--- config.mk ---
export PLATFORM = sky130hd
export DESIGN_NAME = instr_fetch_flat
export DESIGN_NICKNAME = d
export VERILOG_FILES = /design/src/rtl/instr_fetch_if.sv /design/src/rtl/instr_fetch.sv /design/src/flat_wrapper.sv
export SDC_FILE = /design/constraint.sdc
export NUM_CORES = 1
export LEC_CHECK = 0
export CAP_MARGIN = 20
export CORE_MARGIN = 2
export CORE_UTILIZATION = 49
export DETAILED_ROUTE_END_ITERATION = 7
export GPL_ROUTABILITY_DRIVEN = 0
export GPL_TIMING_DRIVEN = 0
export PLACE_DENSITY = 0.85
export REMOVE_ABC_BUFFERS = 1
export SETUP_SLACK_MARGIN = 0.02
export SLEW_MARGIN = 20
export SYNTH_ARGS = -nofsm -noshare
export SYNTH_HDL_FRONTEND = slang
export SYNTH_SLANG_ARGS = --single-unit
--- constraint.sdc ---
create_clock -name Clk -period 2.45 [get_ports Clk]
set_clock_uncertainty 0.05 [all_clocks]
set_input_delay 0.245 -clock Clk [delete_from_list [all_inputs] [get_ports Clk]]
set_output_delay 0.245 -clock Clk [all_outputs]
set_load 0.02 [all_outputs]
--- src/rtl/instr_fetch_if.sv ---
// Fetch unit bus: control-FSM request, datapath redirect, instruction RAM port and fetched-word outputs.
// The fetch unit uses the slave view; whoever drives it uses the master view.
interface instr_fetch_if;
    logic        PCEn;
    logic        Branch;
    logic [15:0] BranchTarget;
    logic [15:0] MemData;
    logic [15:0] MemAddr;
    logic        MemRdEn;
    logic [15:0] Instr;
    logic        InstrValid;
    logic [15:0] PC;
    logic        Busy;

    modport slave (
        input  PCEn, Branch, BranchTarget, MemData,
        output MemAddr, MemRdEn, Instr, InstrValid, PC, Busy
    );

    modport master (
        output PCEn, Branch, BranchTarget, MemData,
        input  MemAddr, MemRdEn, Instr, InstrValid, PC, Busy
    );
endinterface

--- src/rtl/instr_fetch.sv ---
// Program counter plus single-outstanding fetch from a 1-cycle synchronous instruction RAM.
// PCEn to InstrValid is 2 cycles; PCEn is dropped (not queued) while Busy, so at most one fetch per 2 cycles.
module instr_fetch #(
    parameter logic [15:0] RESET_PC = 16'h0000
) (
    input  logic          Clk,
    input  logic          Reset,
    instr_fetch_if.slave  bus
);

    typedef enum logic {
        S_IDLE,
        S_WAIT
    } state_t;

    state_t      state;
    logic [15:0] pc;
    logic [15:0] fetch_addr;
    logic [15:0] instr;
    logic        instr_valid;
    logic [15:0] issue_addr;

    // A redirect arriving together with a request steers the fetch itself.
    assign issue_addr = bus.Branch ? bus.BranchTarget : pc;

    assign bus.MemRdEn    = (state == S_IDLE) && bus.PCEn && !Reset;
    assign bus.MemAddr    = (state == S_WAIT) ? fetch_addr : issue_addr;
    assign bus.Busy       = (state == S_WAIT);
    assign bus.Instr      = instr;
    assign bus.InstrValid = instr_valid;
    assign bus.PC         = pc;

    always_ff @(posedge Clk) begin
        if (Reset) begin
            state       <= S_IDLE;
            pc          <= RESET_PC;
            fetch_addr  <= RESET_PC;
            instr       <= 16'h0000;
            instr_valid <= 1'b0;
        end else begin
            case (state)
                S_IDLE: begin
                    instr_valid <= 1'b0;
                    if (bus.PCEn) begin
                        fetch_addr <= issue_addr;
                        state      <= S_WAIT;
                    end else if (bus.Branch) begin
                        pc <= bus.BranchTarget;
                    end
                end
                S_WAIT: begin
                    // In-flight word is always delivered; a redirect only replaces the increment.
                    instr       <= bus.MemData;
                    instr_valid <= 1'b1;
                    pc          <= bus.Branch ? bus.BranchTarget : fetch_addr + 16'd1;
                    state       <= S_IDLE;
                end
                default: state <= S_IDLE;
            endcase
        end
    end

endmodule

--- src/flat_wrapper.sv ---
// flat-port wrapper written by rule: the top's interface ports become plain ports
module instr_fetch_flat 
#(
    parameter logic [15:0] RESET_PC = 16'h0000
)
  (Clk, Reset, bus_PCEn, bus_Branch, bus_BranchTarget, bus_MemData, bus_MemAddr, bus_MemRdEn, bus_Instr, bus_InstrValid, bus_PC, bus_Busy);
  instr_fetch_if bus_i ();
  input  logic Clk;
  input  logic Reset;
  input wire logic [$bits(bus_i.PCEn)-1:0] bus_PCEn;
  input wire logic [$bits(bus_i.Branch)-1:0] bus_Branch;
  input wire logic [$bits(bus_i.BranchTarget)-1:0] bus_BranchTarget;
  input wire logic [$bits(bus_i.MemData)-1:0] bus_MemData;
  output wire logic [$bits(bus_i.MemAddr)-1:0] bus_MemAddr;
  output wire logic [$bits(bus_i.MemRdEn)-1:0] bus_MemRdEn;
  output wire logic [$bits(bus_i.Instr)-1:0] bus_Instr;
  output wire logic [$bits(bus_i.InstrValid)-1:0] bus_InstrValid;
  output wire logic [$bits(bus_i.PC)-1:0] bus_PC;
  output wire logic [$bits(bus_i.Busy)-1:0] bus_Busy;
  assign bus_i.PCEn = bus_PCEn;
  assign bus_i.Branch = bus_Branch;
  assign bus_i.BranchTarget = bus_BranchTarget;
  assign bus_i.MemData = bus_MemData;
  assign bus_MemAddr = bus_i.MemAddr;
  assign bus_MemRdEn = bus_i.MemRdEn;
  assign bus_Instr = bus_i.Instr;
  assign bus_InstrValid = bus_i.InstrValid;
  assign bus_PC = bus_i.PC;
  assign bus_Busy = bus_i.Busy;
  instr_fetch #(.RESET_PC(RESET_PC)) u_core (.Clk(Clk), .Reset(Reset), .bus(bus_i));
endmodule
==> impl_metrics.toml <==
[grt]
grt_max_degree = 34
grt_first_pass_wirelength_um = 11700
overflow = 0
grt_usage = 0.246
antenna_found_initial = 0
grt_pass1_vias = 2585

[worst_setup_path]
slowest_delay_ps = 570
crit_path_frequent_cell = "mux2_2"
crit_fanout = 33
cp-end-kind = "output pin"
path_cells = "buf_2 -> mux2_2 -> mux2_2 -> clkdlybuf4s50_1"
critPathSlowestCell = "clkdlybuf4s50_1"
start_kind = "input pin"
critPathArrivalTime_ps = 2040
cp_top_family = "buffers and inverters"
path_buf_inv = 2
crit_required_ps = 2150
critical_path_class = "in2out"

[route]
via_count = 2523
drc = 0
drtIter0Drc = 219
routed_via_density = 5.68
wl_per_cell_um = 15.4
finalWirelength_um = 6860
ant_nets = 0
firstDrtPassIters = 4

[sta]
min_period_ps = 2340
tns_ps = 0
tightest_slew_ps = 803
setup_viol = 0
maxSlewViolCount = 0
period_share = 0.954
slew_headroom = 0.462
finalHoldViolations = 0
rsz0062_at_grt = "no"
max_freq_mhz = 428

[final_layout]
n_fill_cell = 414
fin_nets = 410
final_common_cell = "clkdlybuf4s50_1"
stdcell_area_sq_mm = 0.00356
final_cell_mix = "84 x clkdlybuf4s50_1, 58 x nor2_1, 49 x dfxtp_1"
diodes = 0
layout-drive-gt1-share = 0.123
syn_to_final_growth_pct = 39.1

[cts]
cts_tree = "yes"
clock_sinks = 50
insertion_delay_ps = 300
clockBufferDepth = 2
htreeDepth = 2
path_clk_slew_ps = 90
cts_made_buffers = 5
root_buffer = "clkbuf_8"
hold_buffers = 0

[floorplanning]
floorplan.rows = 26
start_util = 0.505
die_w_um = 76.3
die_h_um = 76.3
io_pins = 87
dieArea_sq_mm = 0.00582
core_sq_mm = 0.00507

[yosys]
avgSynthCellArea_sq_um = 8.59
yosysUniqueCellTypes = 45
synth_edf_count = 0
synthCells = 298
syn_area_sq_mm = 0.00256
synth_seq_cells = 50
yosys_warnings = 0
async_reset_ff_frac = 0
ys.flop_type = "dfxtp_1"
seq_area_frac_synth = 0.391

[place]
place_area_sq_mm = 0.00343
portBuffers = 86
dpl.hpwl_um = 4750

[status]
status = "completed"

[run]
maxCapViolations = 0

[worst_hold_path]
min_path_type = "in2reg"

[power]
vdd_drop_max_mv = 0.467
p_leak_nw = 1.31
powerDensity_mw_per_mm2 = 547
==> registers in the layout (all words and copies together), names as in the netlist <==
signal                 flops
u_core.bus.Instr          16
u_core.bus.InstrValid      1
u_core.bus.Busy            1
u_core.fetch_addr         16
u_core.bus.PC             16
==> power breakdown <==
group	leakage [nW]	switching (mW)	total [mW]	internal, mW
logic	0.845	0.256	0.522	0.266
registers	0.412	0.0601	0.927	0.867
clock network	0.0482	0.273	0.502	0.228
==> per-layer routing <==
metal / global-route usage / vias to the layer above / wire length, um
met1: 0.277 / 1178 / 2730
met3: 0.104 / 8 / 804
met5: 0 / - / 0
li1: - / 1214 / -
met4: 0.0909 / 0 / 76
met2: 0.413 / 123 / 3250
==> final timing paths <==
path | from | slack [ps] | cells after the start | to
min | Reset | 320 | 2 | u_core.bus.Instr[7]
max reg2reg | u_core.bus.Busy | 560 | 4 | u_core.bus.PC[14]
max | bus_Branch | 110 | 4 | bus_MemAddr[10]
min reg2reg | u_core.bus.Instr[13] | 450 | 2 | u_core.bus.Instr[13]
==> metrics by stage <==
| step | instances | hold slack [ps] | utilization | power (mW) | worst slack, ps |
|---|---|---|---|---|---|
| after CTS | 444 | 316 | 0.702 | 1.96 | 110 |
| after global placement | 432 | 421 | 0.672 | 1.44 | -990 |
| after detailed placement | 433 | 438 | 0.677 | 1.46 | -312 |
| after floorplan | 276 | 262 | - | 1.20 | -70.3 |
| final | 444 | 320 | 0.702 | 1.95 | 112 |
| after global routing | 444 | 332 | 0.702 | 2.04 | 40.3 |
==> cell type report <==
class | instances | area, sq um | share of cell area
Timing Repair inverter | 1 | 7.51 | 0.00211
Tap cell | 70 | 87.6 | 0.0246
Clock inverter | 1 | 5.00 | 0.00140
Inverter | 6 | 26.3 | 0.00737
Sequential cell | 50 | 1000 | 0.282
Clock buffer | 7 | 86.3 | 0.0242
Multi-Input combinational cell | 220 | 1450 | 0.406
Timing Repair Buffer | 89 | 901 | 0.253
==> Yosys cell counts, drive strengths merged (4+ instances only) <==
cell type,instances,share of area
a21oi,14,0.027
o221ai,4,0.014
nor3,14,0.027
mux2,24,0.11
nor2,59,0.087
nand3,5,0.0098
inv,6,0.0088
o21ai,7,0.014
a22oi,7,0.021
buf,11,0.022
xnor2,6,0.021
clkbuf,11,0.016
o22ai,4,0.0098
mux2i,19,0.074
dfxtp,50,0.39
nand2,14,0.021
a211oi,4,0.012
==> timing repair <==
| item | 4_1_cts | 5_1_grt |
|---|---|---|
| buffers inserted | 2 | 0 |
| endpoints found under the hold margin | 0 | 0 |
| endpoints found under the setup margin | 25 | 0 |
| gates resized for setup | 4 | 0 |
==> cells by family (layout without fill, tap and decap cells) <==
| logic type | Yosys count | in the layout | share of synthesized area |
|---|---|---|---|
| adder cells (fa/ha/maj) | 1 | 1 | 0.00488 |
| multiplexers | 43 | 43 | 0.180 |
| buffers and inverters | 28 | 104 | 0.0469 |
| flip-flops | 50 | 50 | 0.391 |
| AO/OA/AOI/OAI | 52 | 52 | 0.138 |
| AND/OR/NAND/NOR | 117 | 117 | 0.216 |
| XOR/XNOR | 7 | 7 | 0.0239 |
(Power assumes the default switching activity.)
